## config.mk

```make
export PLATFORM = sky130hd
export DESIGN_NAME = trng_postproc
export DESIGN_NICKNAME = d
export VERILOG_FILES = /design/src/rtl/trng_postproc_pkg.sv /design/src/rtl/vn_extractor.sv /design/src/rtl/trng_postproc.sv
export SDC_FILE = /design/constraint.sdc
export NUM_CORES = 1
export LEC_CHECK = 0
export ABC_CLOCK_PERIOD_IN_PS = 2300
export CORE_MARGIN = 2
export CORE_UTILIZATION = 25
export DETAILED_ROUTE_END_ITERATION = 10
export SETUP_SLACK_MARGIN = 0.05
export SYNTH_ARGS = -nofsm -noshare
export SYNTH_HDL_FRONTEND = slang
export SYNTH_SLANG_ARGS = --single-unit
```

## constraint.sdc

```tcl
create_clock -name clock -period 2.3 [get_ports clock]
set_input_delay 0.23 -clock clock [delete_from_list [all_inputs] [get_ports clock]]
set_output_delay 0.23 -clock clock [all_outputs]
set_load 0.02 [all_outputs]
```

## src/rtl/trng_postproc_pkg.sv

```systemverilog
// Shared definitions for the TRNG post-processing slice.
//   PP_WIDTH       : default output word width
//   PP_RCT_CUTOFF  : default repetition-count cutoff
//   pair_state_t   : von Neumann pair phase (A = waiting for first bit,
//                    B = holding first bit, waiting for second)
package trng_postproc_pkg;
  localparam int PP_WIDTH      = 8;
  localparam int PP_RCT_CUTOFF = 32;

  typedef enum logic {
    PAIR_A = 1'b0,
    PAIR_B = 1'b1
  } pair_state_t;
endpackage

```

## src/rtl/vn_extractor.sv

```systemverilog
// Von Neumann debiaser: consumes one sampled bit per enabled cycle, groups
// them into non-overlapping pairs and emits 0 for "01", 1 for "10", nothing
// for "00"/"11".
//   clock, reset_n : clock, async active-low reset
//   sample_en      : bit_in is a valid sample this cycle; 0 drops any half pair
//   bit_in         : sampled raw bit
//   flush          : hold the pair FSM in A and suppress emission
//   emit, emit_bit : one-cycle strobe and the debiased bit
module vn_extractor
  import trng_postproc_pkg::*;
(
  input  logic clock,
  input  logic reset_n,
  input  logic sample_en,
  input  logic bit_in,
  input  logic flush,
  output logic emit,
  output logic emit_bit
);

  pair_state_t state, state_nxt;
  logic        first_q;

  always_ff @(posedge clock or negedge reset_n) begin
    if (!reset_n) begin
      state   <= PAIR_A;
      first_q <= 1'b0;
    end else begin
      state <= state_nxt;
      if (sample_en && !flush && state == PAIR_A) first_q <= bit_in;
    end
  end

  always_comb begin
    state_nxt = state;
    emit      = 1'b0;
    emit_bit  = 1'b0;
    if (flush || !sample_en) begin
      state_nxt = PAIR_A;
    end else begin
      case (state)
        PAIR_A: state_nxt = PAIR_B;
        PAIR_B: begin
          state_nxt = PAIR_A;
          // first bit of an unequal pair is the output bit (10 -> 1, 01 -> 0)
          emit      = (first_q != bit_in);
          emit_bit  = first_q;
        end
        default: state_nxt = PAIR_A;
      endcase
    end
  end

endmodule

```

## src/rtl/trng_postproc.sv

```systemverilog
// TRNG post-processing: sync stage, von Neumann debias, WIDTH-bit packer with
// valid/ready output register, and a sticky repetition-count health test.
//   clock, reset_n        : clock, async active-low reset
//   raw_bit, enable       : raw RO bit and its sample enable
//   out_data, out_valid   : packed word and its valid flag
//   out_ready             : consumer accept; transfer when valid && ready
//   health_fail           : sticky repetition-count failure
//   clear_fail            : single-cycle clear of health_fail
module trng_postproc
  import trng_postproc_pkg::*;
#(
  parameter int WIDTH      = PP_WIDTH,
  parameter int RCT_CUTOFF = PP_RCT_CUTOFF
) (
  input  logic             clock,
  input  logic             reset_n,
  input  logic             raw_bit,
  input  logic             enable,
  output logic [WIDTH-1:0] out_data,
  output logic             out_valid,
  input  logic             out_ready,
  output logic             health_fail,
  input  logic             clear_fail
);

  localparam int CW = $clog2(WIDTH + 1);
  localparam int RW = $clog2(RCT_CUTOFF + 1);

  // sync stage; smp_vld marks that sync_q holds a fresh sample to evaluate
  logic sync_q, smp_vld;

  always_ff @(posedge clock or negedge reset_n) begin
    if (!reset_n) begin
      sync_q  <= 1'b0;
      smp_vld <= 1'b0;
    end else begin
      smp_vld <= enable;
      if (enable) sync_q <= raw_bit;
    end
  end

  // repetition-count health test
  logic          prev_bit;
  logic [RW-1:0] run_cnt, run_nxt;
  logic          fail_set, fail_nxt;

  always_comb begin
    run_nxt  = run_cnt;
    fail_set = 1'b0;
    if (smp_vld) begin
      if (sync_q == prev_bit) begin
        if (run_cnt != RW'(RCT_CUTOFF)) run_nxt = run_cnt + 1'b1;
        // fire only on the transition into the cutoff, not while saturated
        fail_set = (run_cnt == RW'(RCT_CUTOFF - 1));
      end else begin
        run_nxt = RW'(1);
      end
    end
  end

  // a failure detected on the clear edge wins over the clear
  assign fail_nxt = fail_set | (health_fail & ~clear_fail);

  always_ff @(posedge clock or negedge reset_n) begin
    if (!reset_n) begin
      prev_bit    <= 1'b0;
      run_cnt     <= RW'(1);
      health_fail <= 1'b0;
    end else begin
      if (smp_vld) prev_bit <= sync_q;
      run_cnt     <= clear_fail ? RW'(1) : run_nxt;
      health_fail <= fail_nxt;
    end
  end

  // debiaser
  logic emit, emit_bit;

  vn_extractor u_vn (
    .clock     (clock),
    .reset_n   (reset_n),
    .sample_en (smp_vld),
    .bit_in    (sync_q),
    .flush     (health_fail),
    .emit      (emit),
    .emit_bit  (emit_bit)
  );

  // packer + output register; count == WIDTH means a finished word waits
  // in acc for the output register to free up
  logic [WIDTH-1:0] acc, acc_shift;
  logic [CW-1:0]    count;
  logic             out_free, acc_full;

  assign acc_shift = {acc[WIDTH-2:0], emit_bit};
  assign out_free  = !out_valid || out_ready;
  assign acc_full  = (count == CW'(WIDTH));

  always_ff @(posedge clock or negedge reset_n) begin
    if (!reset_n) begin
      acc       <= '0;
      count     <= '0;
      out_data  <= '0;
      out_valid <= 1'b0;
    end else if (fail_nxt) begin
      // out_data kept as-is, but the word is no longer offered
      out_valid <= 1'b0;
      count     <= '0;
    end else if (acc_full) begin
      // emitted bits are dropped while a completed word is parked
      if (out_free) begin
        out_data  <= acc;
        out_valid <= 1'b1;
        count     <= '0;
      end
    end else if (emit && count == CW'(WIDTH - 1)) begin
      if (out_free) begin
        out_data  <= acc_shift;
        out_valid <= 1'b1;
        count     <= '0;
      end else begin
        acc   <= acc_shift;
        count <= CW'(WIDTH);
      end
    end else begin
      if (emit) begin
        acc   <= acc_shift;
        count <= count + 1'b1;
      end
      if (out_valid && out_ready) out_valid <= 1'b0;
    end
  end

endmodule

```

### Word-level counts from Yosys, hierarchy flattened

Index checks and enable logic that the tools add are counted.

| word-level totals | value |
|---|---|
| word-level logic and storage cells | 78 |
| bits of input ports | 6 |
| ROM bits | 0 |
| register bits after elaboration | 33 |
| memory bits (writable) | 0 |
| memories | 0 |
| output and inout port bits | 10 |
| latch bits | 0 |

| operators by class | value |
|---|---|
| add/subtract/negate cells | 2 |
| shifts and indexed selects | 0 |
| equality and inequality tests | 11 |
| reduce and logical (&&, ||, !) cells | 18 |
| magnitude comparators | 0 |
| mux-type cells | 30 |
| div/mod/pow operators | 0 |
| bitwise gates (word level) | 6 |
| multiply operators | 0 |

Operators by type and width:

| operator | number |
|---|---|
| two-way mux 8 bit | 7 |
| two-way mux 4 bit | 6 |
| two-way mux 6 bit | 4 |
| two-way mux 1 bit | 12 |
| AND reduction 4 bit | 2 |
| nonzero test 4 bit | 2 |
| adder 6 x 1 -> 6 bit (second input constant) | 1 |
| equality test 6 x 5 -> 1 bit (second input constant) | 1 |
| inequality test 2 bit (second input constant) | 3 |
| inequality test 6 bit (second input constant) | 1 |
| nonzero test 2 bit | 3 |
| adder 4 x 1 -> 4 bit (second input constant) | 1 |
| equality test 4 x 3 -> 1 bit (second input constant) | 1 |
| equality test 4 bit (second input constant) | 1 |
| logical AND 1 bit | 4 |
| inverter 1 bit | 4 |
| AND reduction 2 bit | 2 |
| zero test 1 bit | 3 |
| inequality test 3 x 2 -> 1 bit (second input constant) | 1 |
| inequality test 3 bit (second input constant) | 1 |
| logical OR 1 bit | 2 |
| case mux 1 bit (2 select lines) | 1 |
| bitwise AND 1 bit | 1 |
| equality test 1 bit | 1 |
| 2 further kinds | 2 |

### Longest topological paths before layout

Gate-level depths: netlist (run 1).

| logic depth | value |
|---|---|
| depth in word-level cells | 7 |
| gate-level depth with buffers | 7 |
| mapped depth without buffers | 6 |

### Modules after synthesis

A second synthesis (run 1) with hierarchy kept.

| second synthesis, totals | value |
|---|---|
| cells, all modules | 138 |
| area, all modules | 1701.6 um2 |

Modules (own cells, without submodules):

| module | sequential area each (um2) | times used | area an instance (um2) | cells an instance |
|---|---|---|---|---|
| trng_postproc | 777.0 | 1 | 1592.8 | 131 |
| vn_extractor | 50.0 | 1 | 108.9 | 7 |

### Worst setup path after synthesis (run 1)

OpenSTA, ideal clock, no wires.

| timing | value |
|---|---|
| kind | register to register |
| start | register run_cnt[0] |
| end | register acc[0] |
| buffers on the path | 0 |
| clock period less this slack | 1949 ps |
| slack | 351 ps |
| stages on the path, launching flop included | 6 |
| library setup time | 125 ps |
| required time | 2175 ps |
| data arrival time | 1824 ps |
| path through | dfstp_2 > ha_1 > nand3_1 > o41ai_4 > nand3b_4 > mux2_2 |

| between the ends | value |
|---|---|
| longest elaborated chain between the ends | 6 |

Ends and longest elaborated chain:

| item | line | text |
|---|---|---|
| start: declaration | trng_postproc.sv:44 | `logic [RW-1:0] run_cnt, run_nxt;` |
| start signal: assignment | trng_postproc.sv:71 | `run_cnt <= clear_fail ? RW'(1) : run_nxt;` |
| equality test 6 x 5 -> 1 bit | trng_postproc.sv:54 | `fail_set = (run_cnt == RW'(RCT_CUTOFF - 1));` |
| two-way mux 1 bit | trng_postproc.sv:51 | `if (sync_q == prev_bit) begin` |
| two-way mux 1 bit | trng_postproc.sv:50 | `if (smp_vld) begin` |
| bitwise OR 1 bit | trng_postproc.sv:62 | `assign fail_nxt = fail_set \| (health_fail & ~clear_fail);` |
| net fail_nxt | trng_postproc.sv:45 | `logic fail_set, fail_nxt;` |
| inverter 1 bit (no line) | n/a |  |
| AND reduction 4 bit (no line) | n/a |  |
| end signal: assignment | trng_postproc.sv:122 | `acc <= acc_shift;` |
| end signal: assignment | trng_postproc.sv:127 | `acc <= acc_shift;` |
| end: declaration | trng_postproc.sv:91 | `logic [WIDTH-1:0] acc, acc_shift;` |

The timed path passes the listed nets, and every way through them passes these cells.
A chain may end at the register's enable or synchronous reset.

### Worst setup path after layout (run 1)

| timing | value |
|---|---|
| start | register run_cnt[0] |
| end | register acc[3] |

The elaborated chain is that of the path after synthesis.

==> results.md, run 1 <==
- Via count: 1099
- Clk slew on worst S/H paths: 0.07 ns
- RSZ-0062 raised after global routing: no
- Die H: 85.40 µm
- Maximum buffer depth of the clock tree: 2
- Synth Flop Type: dfrtp_1
- Final min period: 2.113 ns
- Reg-to-reg slack, setup: 0.19 ns
- Vias in the first global route: 1080
- Final Hold Fails: 0
- Filler cells: 651
- Aggregate global-route resource usage: 0.08627
- Setup TNS: 0 ns
- Wire length on met1: 1392 µm
- WHS: 0.3325 ns
- Total core area: 6386 µm²
- Antenna Nets Post-Route: 0
- CTS tree: yes
- Post-synth ARST share: 1.000
- Clock latency on the worst-skew pair: 0.29 ns
- Final Power: 1.775 mW
- Effective utilization at floorplan: 0.2594
- Post-Synthesis Cell Area: 1657 µm²
- Hpwl dp: 2001 µm
- RePlAce Congestion: 0.8005
- Final worst path period share: 0.9187
- Num CTS Buffers: 5
- Number of synthesized register bits: 33
- Crit path max fanout: 8
- Residual DRC count: 0
- Core Util, Final: 0.3203
- Worst Path Arrival: 2.29 ns
- Layout Nets: 169
- # setup viols final: 0
- Top sig layer: met4
- Syn_nets: 144
- DR pass1 iterations: 4
- Die X: 85.40 µm
- Worst-margin pin slew: 0.5063 ns
- CTS H-tree depth: 2
- Fmax: 473.3 MHz
- ANT cells: 0
- Routed wire length: 2846 µm
- PostCTS Resize Cnt: 0
- WL/cell: 12.01 µm
- Crit path capture type: flip-flop
- Met3 wire len: 62 µm
- Setup Skew: 0.008036 ns
- Grt ovf: 0
- Share of layout cells above drive strength 1: 0.3250
- Max-cap violation count: 0
- First-pass GRT wire length: 4899 µm
- Placed cell count: 229
- Area contributors post-synth: dfrtp_1, mux2_2, ha_1
- Reg2Reg Launch Point: run_cnt[0]
- Commonest cells post-synth: dfrtp_1, mux2_2, a21oi_1
- Largest net degree at the start of global routing: 34
- DR iter-0 viols: 13
- Synthesis Warnings: 0
- R2R cell count: 5
- Final cell count without fillers: 237
- Post-synth EDFFs: 0
- Initial antenna violation count: 0
- Routed wl met2: 1303 µm
- Max Slew Vio Count: 0
- Cells after synthesis: 134
- Core Rows: 29
- CP Launch Type: flip-flop
- Post-layout instance area: 2046 µm²
- Root buffer cell: clkbuf_8
- Syn Area/Cell: 12.36 µm²
- PortBufs: 15
- Sink Count: 33
- Die area: 7293 µm²
- Hold Crit Class: in -> async
- Post-DP Area: 1929 µm²
- # IOs: 16
- Area grow syn2layout: 23.49%
- Post-CTS Setup Bufs: 0
- Highest ir drop seen on vdd: 0.4593 mV
- Post-route setup slack: 0.1870 ns
- Most frequent cell after synthesis: dfrtp_1
- Cts hold-fix bufs: 0
- Worst rel slew slack: 0.6604
- Lkg Pwr: 0.9263 nW
- Post-synthesis sequential area ratio: 0.4992
- Post-synth top area share: 0.4834
- Synth area leader: dfrtp_1
- P per Cell Area: 867.7 nW/µm²
- Run status: finished, final reports clean
- Via density per instance: 4.637
- WS Path Type: reg -> reg
- Unique masters post-synth: 40
- CP required: 2.48 ns
- Crit Reg-Reg Endpoint: acc[3]
- Setup WS pre-CTS: 0.1773 ns
layout make-up:
type,count,area (µm²),area share
sequential,33,827.0,0.4043
inverter,5,26.28,0.01284
timing repair buffer,20,187.7,0.09174
clock inverter,1,30.03,0.01468
multi-input combinational,94,792.0,0.3872
clock buffer,7,86.33,0.04220
tap,77,96.34,0.04709
critical path, stage by stage (launching register included):
cell and delay, ns:
dfstp_2 0.55, ha_1 0.19, nand3_1 0.16, o41ai_4 0.45, nand3b_4 0.30, mux2_2 0.35
report_power, final:
part	internal [mW]	switching [mW]	leakage (nW)
Clock	0.353	0.211	0.0585
Sequential	0.681	0.0977	0.441
Combinational	0.231	0.202	0.427
Total	1.26	0.510	0.926
per-layer routing:
metal  vias to the layer above  track usage
li1                        541            -
met2                        12       0.1364
met5                         -            0
met4                         0      0.05628
met1                       540       0.1047
met3                         6      0.02043
cell usage in the layout, fill, tap and decap left out, drive strengths merged, types with 3 or more instances in the layout:
cell type / instances
a21oi: 8
a31oi: 3
buf: 5
clkbuf: 7
clkdlybuf4s50: 15
dfrtp: 32
ha: 4
inv: 5
mux2: 27
nand2: 4
nand3: 4
nand3b: 4
nand4: 3
nor2: 4
o21ai: 4
worst max-delay path by stage:
stage,start,endpoint,slack [ns],cells past startpoint
after floorplan,run_cnt[0],acc[0],0.35,5
after global placement,run_cnt[0],acc[7],0.19,5
after detailed placement,run_cnt[0],acc[3],0.18,5
after CTS,run_cnt[0],acc[3],0.17,5
after global routing,run_cnt[0],acc[6],0.06,5
final,run_cnt[0],acc[3],0.19,5
flip-flops by register name, indices dropped and copies added, names as in the netlist:
register	cells
acc	8
out_data	8
run_cnt	6
count	4
health_fail	1
out_valid	1
prev_bit	1
smp_vld	1
sync_q	1
u_vn.first_q	1
u_vn.state	1
cells by family (layout without fill, tap and decap cells):
group / Yosys count / in the layout / share of synthesized area
AO/OA/AOI/OAI: 23 / 23 / 0.09970
XOR/XNOR: 3 / 3 / 0.02040
adder cells (fa/ha/maj): 4 / 4 / 0.03021
buffers and inverters: 7 / 33 / 0.02265
flip-flops: 33 / 33 / 0.4992
multiplexers: 27 / 27 / 0.1835
AND/OR/NAND/NOR: 37 / 37 / 0.1443
(Power assumes the default switching activity.)
==> inputs of run 2 (changes only) <==
Settings changed: CELL_PAD_IN_SITES_DETAIL_PLACEMENT set to 0, CELL_PAD_IN_SITES_GLOBAL_PLACEMENT set to 2, PLACE_DENSITY_LB_ADDON set to 0.1, SKIP_CTS_REPAIR_TIMING set to 1.
==> results.md, run 2 (synthesis results as in run 1) <==
- Max Slew Vio Count: 0 (unchanged)
- Die H: 85.40 µm (unchanged)
- CTS H-tree depth: 2 (unchanged)
- Hpwl dp: 2394 µm (was 2001 µm)
- Final Hold Fails: 0 (unchanged)
- WP buf/inv: 0 (unchanged)
- Clock latency on the worst-skew pair: 0.28 ns (was 0.29 ns)
- Die X: 85.40 µm (unchanged)
- Vias in the first global route: 1232 (was 1080)
- RSZ-0062 raised after global routing: no (unchanged)
- Reg2Reg Launch Point: count[0] (was run_cnt[0])
- Worst rel slew slack: 0.6453 (was 0.6604)
- Max-cap violation count: 0 (unchanged)
- Initial antenna violation count: 0 (unchanged)
- Largest delay share family, worst path: compound AO/OA/AOI/OAI gates (was flip-flops)
- Aggregate global-route resource usage: 0.1048 (was 0.08627)
- RePlAce Congestion: 0.7602 (was 0.8005)
- Area grow syn2layout: 23.19% (was 23.49%)
- Worst Path Arrival: 2.21 ns (was 2.29 ns)
- # IOs: 16 (unchanged)
- Root buffer cell: clkbuf_8 (unchanged)
- CTS tree: yes (unchanged)
- Setup WS pre-CTS: 0.2435 ns (was 0.1773 ns)
- Critical Path, Cell by Cell: ha_1, and3b_2, nand4_1, a21oi_2, mux2_2 (was ha_1, nand3_1, o41ai_4, nand3b_4, mux2_2)
- # setup viols final: 0 (unchanged)
- Most common cell after layout, fill and taps aside: dfrtp_1 (unchanged)
- Layout Nets: 170 (was 169)
- Share of layout cells above drive strength 1: 0.3313 (was 0.3250)
- Die area: 7293 µm² (unchanged)
- Residual DRC count: 0 (unchanged)
- Top Registers: acc: 8 flops, out_data: 8 flops, run_cnt: 6 flops (unchanged)
- P per Cell Area: 854.2 nW/µm² (was 867.7 nW/µm²)
- Crit path capture type: flip-flop (unchanged)
- Max incr delay on CP: 0.47 ns (was 0.55 ns)
- CP required: 2.47 ns (was 2.48 ns)
- Routed wire length: 3389 µm (was 2846 µm)
- PortBufs: 15 (unchanged)
- First-pass GRT wire length: 5947 µm (was 4899 µm)
- Total core area: 6386 µm² (unchanged)
- CP Launch Type: flip-flop (unchanged)
- WP depth: 5 (unchanged)
- Crit Reg-Reg Endpoint: out_data[4] (was acc[3])
- Post-route setup slack: 0.2563 ns (was 0.1870 ns)
- ANT cells: 0 (unchanged)
- DR iter-0 viols: 20 (was 13)
- Largest net degree at the start of global routing: 34 (unchanged)
- Hold Crit Class: in -> async (unchanged)
- Maximum buffer depth of the clock tree: 2 (unchanged)
- Crit path max fanout: 8 (unchanged)
- Via density per instance: 4.734 (was 4.637)
- Most frequent cells in the layout: dfrtp_1, mux2_2, clkdlybuf4s50_1 (unchanged)
- Lkg Pwr: 0.9270 nW (was 0.9263 nW)
- Reg-to-reg slack, setup: 0.26 ns (was 0.19 ns)
- Clk slew on worst S/H paths: 0.07 ns (about the same)
- CP Capture Point: out_data[4] (was acc[3])
- Grt ovf: 0 (unchanged)
- DR pass1 iterations: 4 (unchanged)
- Effective utilization at floorplan: 0.2594 (unchanged)
- Antenna Nets Post-Route: 0 (unchanged)
- WS Path Type: reg -> reg (unchanged)
- Setup Skew: 0.001760 ns (was 0.008036 ns)
- Setup TNS: 0 ns (unchanged)
- Num CTS Buffers: 5 (unchanged)
- Via count: 1122 (was 1099)
- Highest ir drop seen on vdd: 0.3741 mV (was 0.4593 mV)
- Critical path startpoint: count[0] (was run_cnt[0])
- R2R cell count: 5 (unchanged)
- Final worst path period share: 0.8886 (was 0.9187)
- Fmax: 489.3 MHz (was 473.3 MHz)
- WL/cell: 14.30 µm (was 12.01 µm)
- Final min period: 2.044 ns (was 2.113 ns)
- Core Rows: 29 (unchanged)
- Sink Count: 33 (unchanged)
- Slowest CP cell: a21oi_2 (was dfstp_2)
- Filler cells: 669 (was 651)
- Run status: finished, final reports clean (unchanged)
- Worst-margin pin slew: 0.5320 ns (was 0.5063 ns)
-- run 2: changes by cell type in the layout (fill, tap and decap cells not counted), sizes merged --
| cell | before | now |
|---|---|---|
| clkbuf | 7 | 5 |
| buf | 5 | 6 |
| clkinv | 0 | 1 |
-- run 2: worst reg2reg max path: cells and delay by family (launching register included) --
family / cells / cell delay (ns)
compound gates: 1 / 0.47
flops: 1 / 0.43
simple gates: 2 / 0.40
mux: 1 / 0.40
fa+ha+maj: 1 / 0.24
-- run 2: worst min path at each step --
stage	startpoint	end	slack, ns	cells past startpoint
3_3_place_gp	u_vn.state	u_vn.state	0.42	1
4_1_cts	reset_n	smp_vld	0.38	2
2_1_floorplan	reset_n	acc[0]	-0.07	0
3_5_place_dp	u_vn.state	u_vn.state	0.43	1
6_report	reset_n	run_cnt[2]	0.36	2
5_1_grt	reset_n	out_data[2]	0.41	2
-- run 2: area by class of cell --
| cell class | instances | area, µm² | area share |
|---|---|---|---|
| timing repair buffer | 21 | 195.2 | 0.09565 |
| clock buffer | 5 | 68.82 | 0.03372 |
| sequential | 33 | 827.0 | 0.4053 |
| tap | 77 | 96.34 | 0.04721 |
| clock inverter | 2 | 35.03 | 0.01717 |
| inverter | 5 | 26.28 | 0.01288 |
| multi-input combinational | 94 | 792.0 | 0.3881 |
-- run 2: layer usage --
layer	track usage	routed length, µm
met3	0.03016	92
met1	0.1343	1595
met2	0.1676	1663
met4	0.03896	37
met5	0	0
-- run 2: report_power, final --
group          switching (mW)  internal, mW  total (mW)
sequential             0.0966         0.681       0.777
clock                   0.212         0.315       0.526
combinational           0.208         0.231       0.439
-- run 2: stage by stage --
step	instance area (µm²)	cells	util	power, mW	hold slack [ns]
CTS	2041	237	0.3196	1.783	0.3802
finish	2041	237	0.3196	1.743	0.3556
floorplan	1657	134	-	1.067	-0.06559
global route	2041	237	0.3196	1.868	0.4145
detailed placement	1937	230	0.3033	1.235	0.4344
global placement	1937	230	0.3033	1.226	0.4206
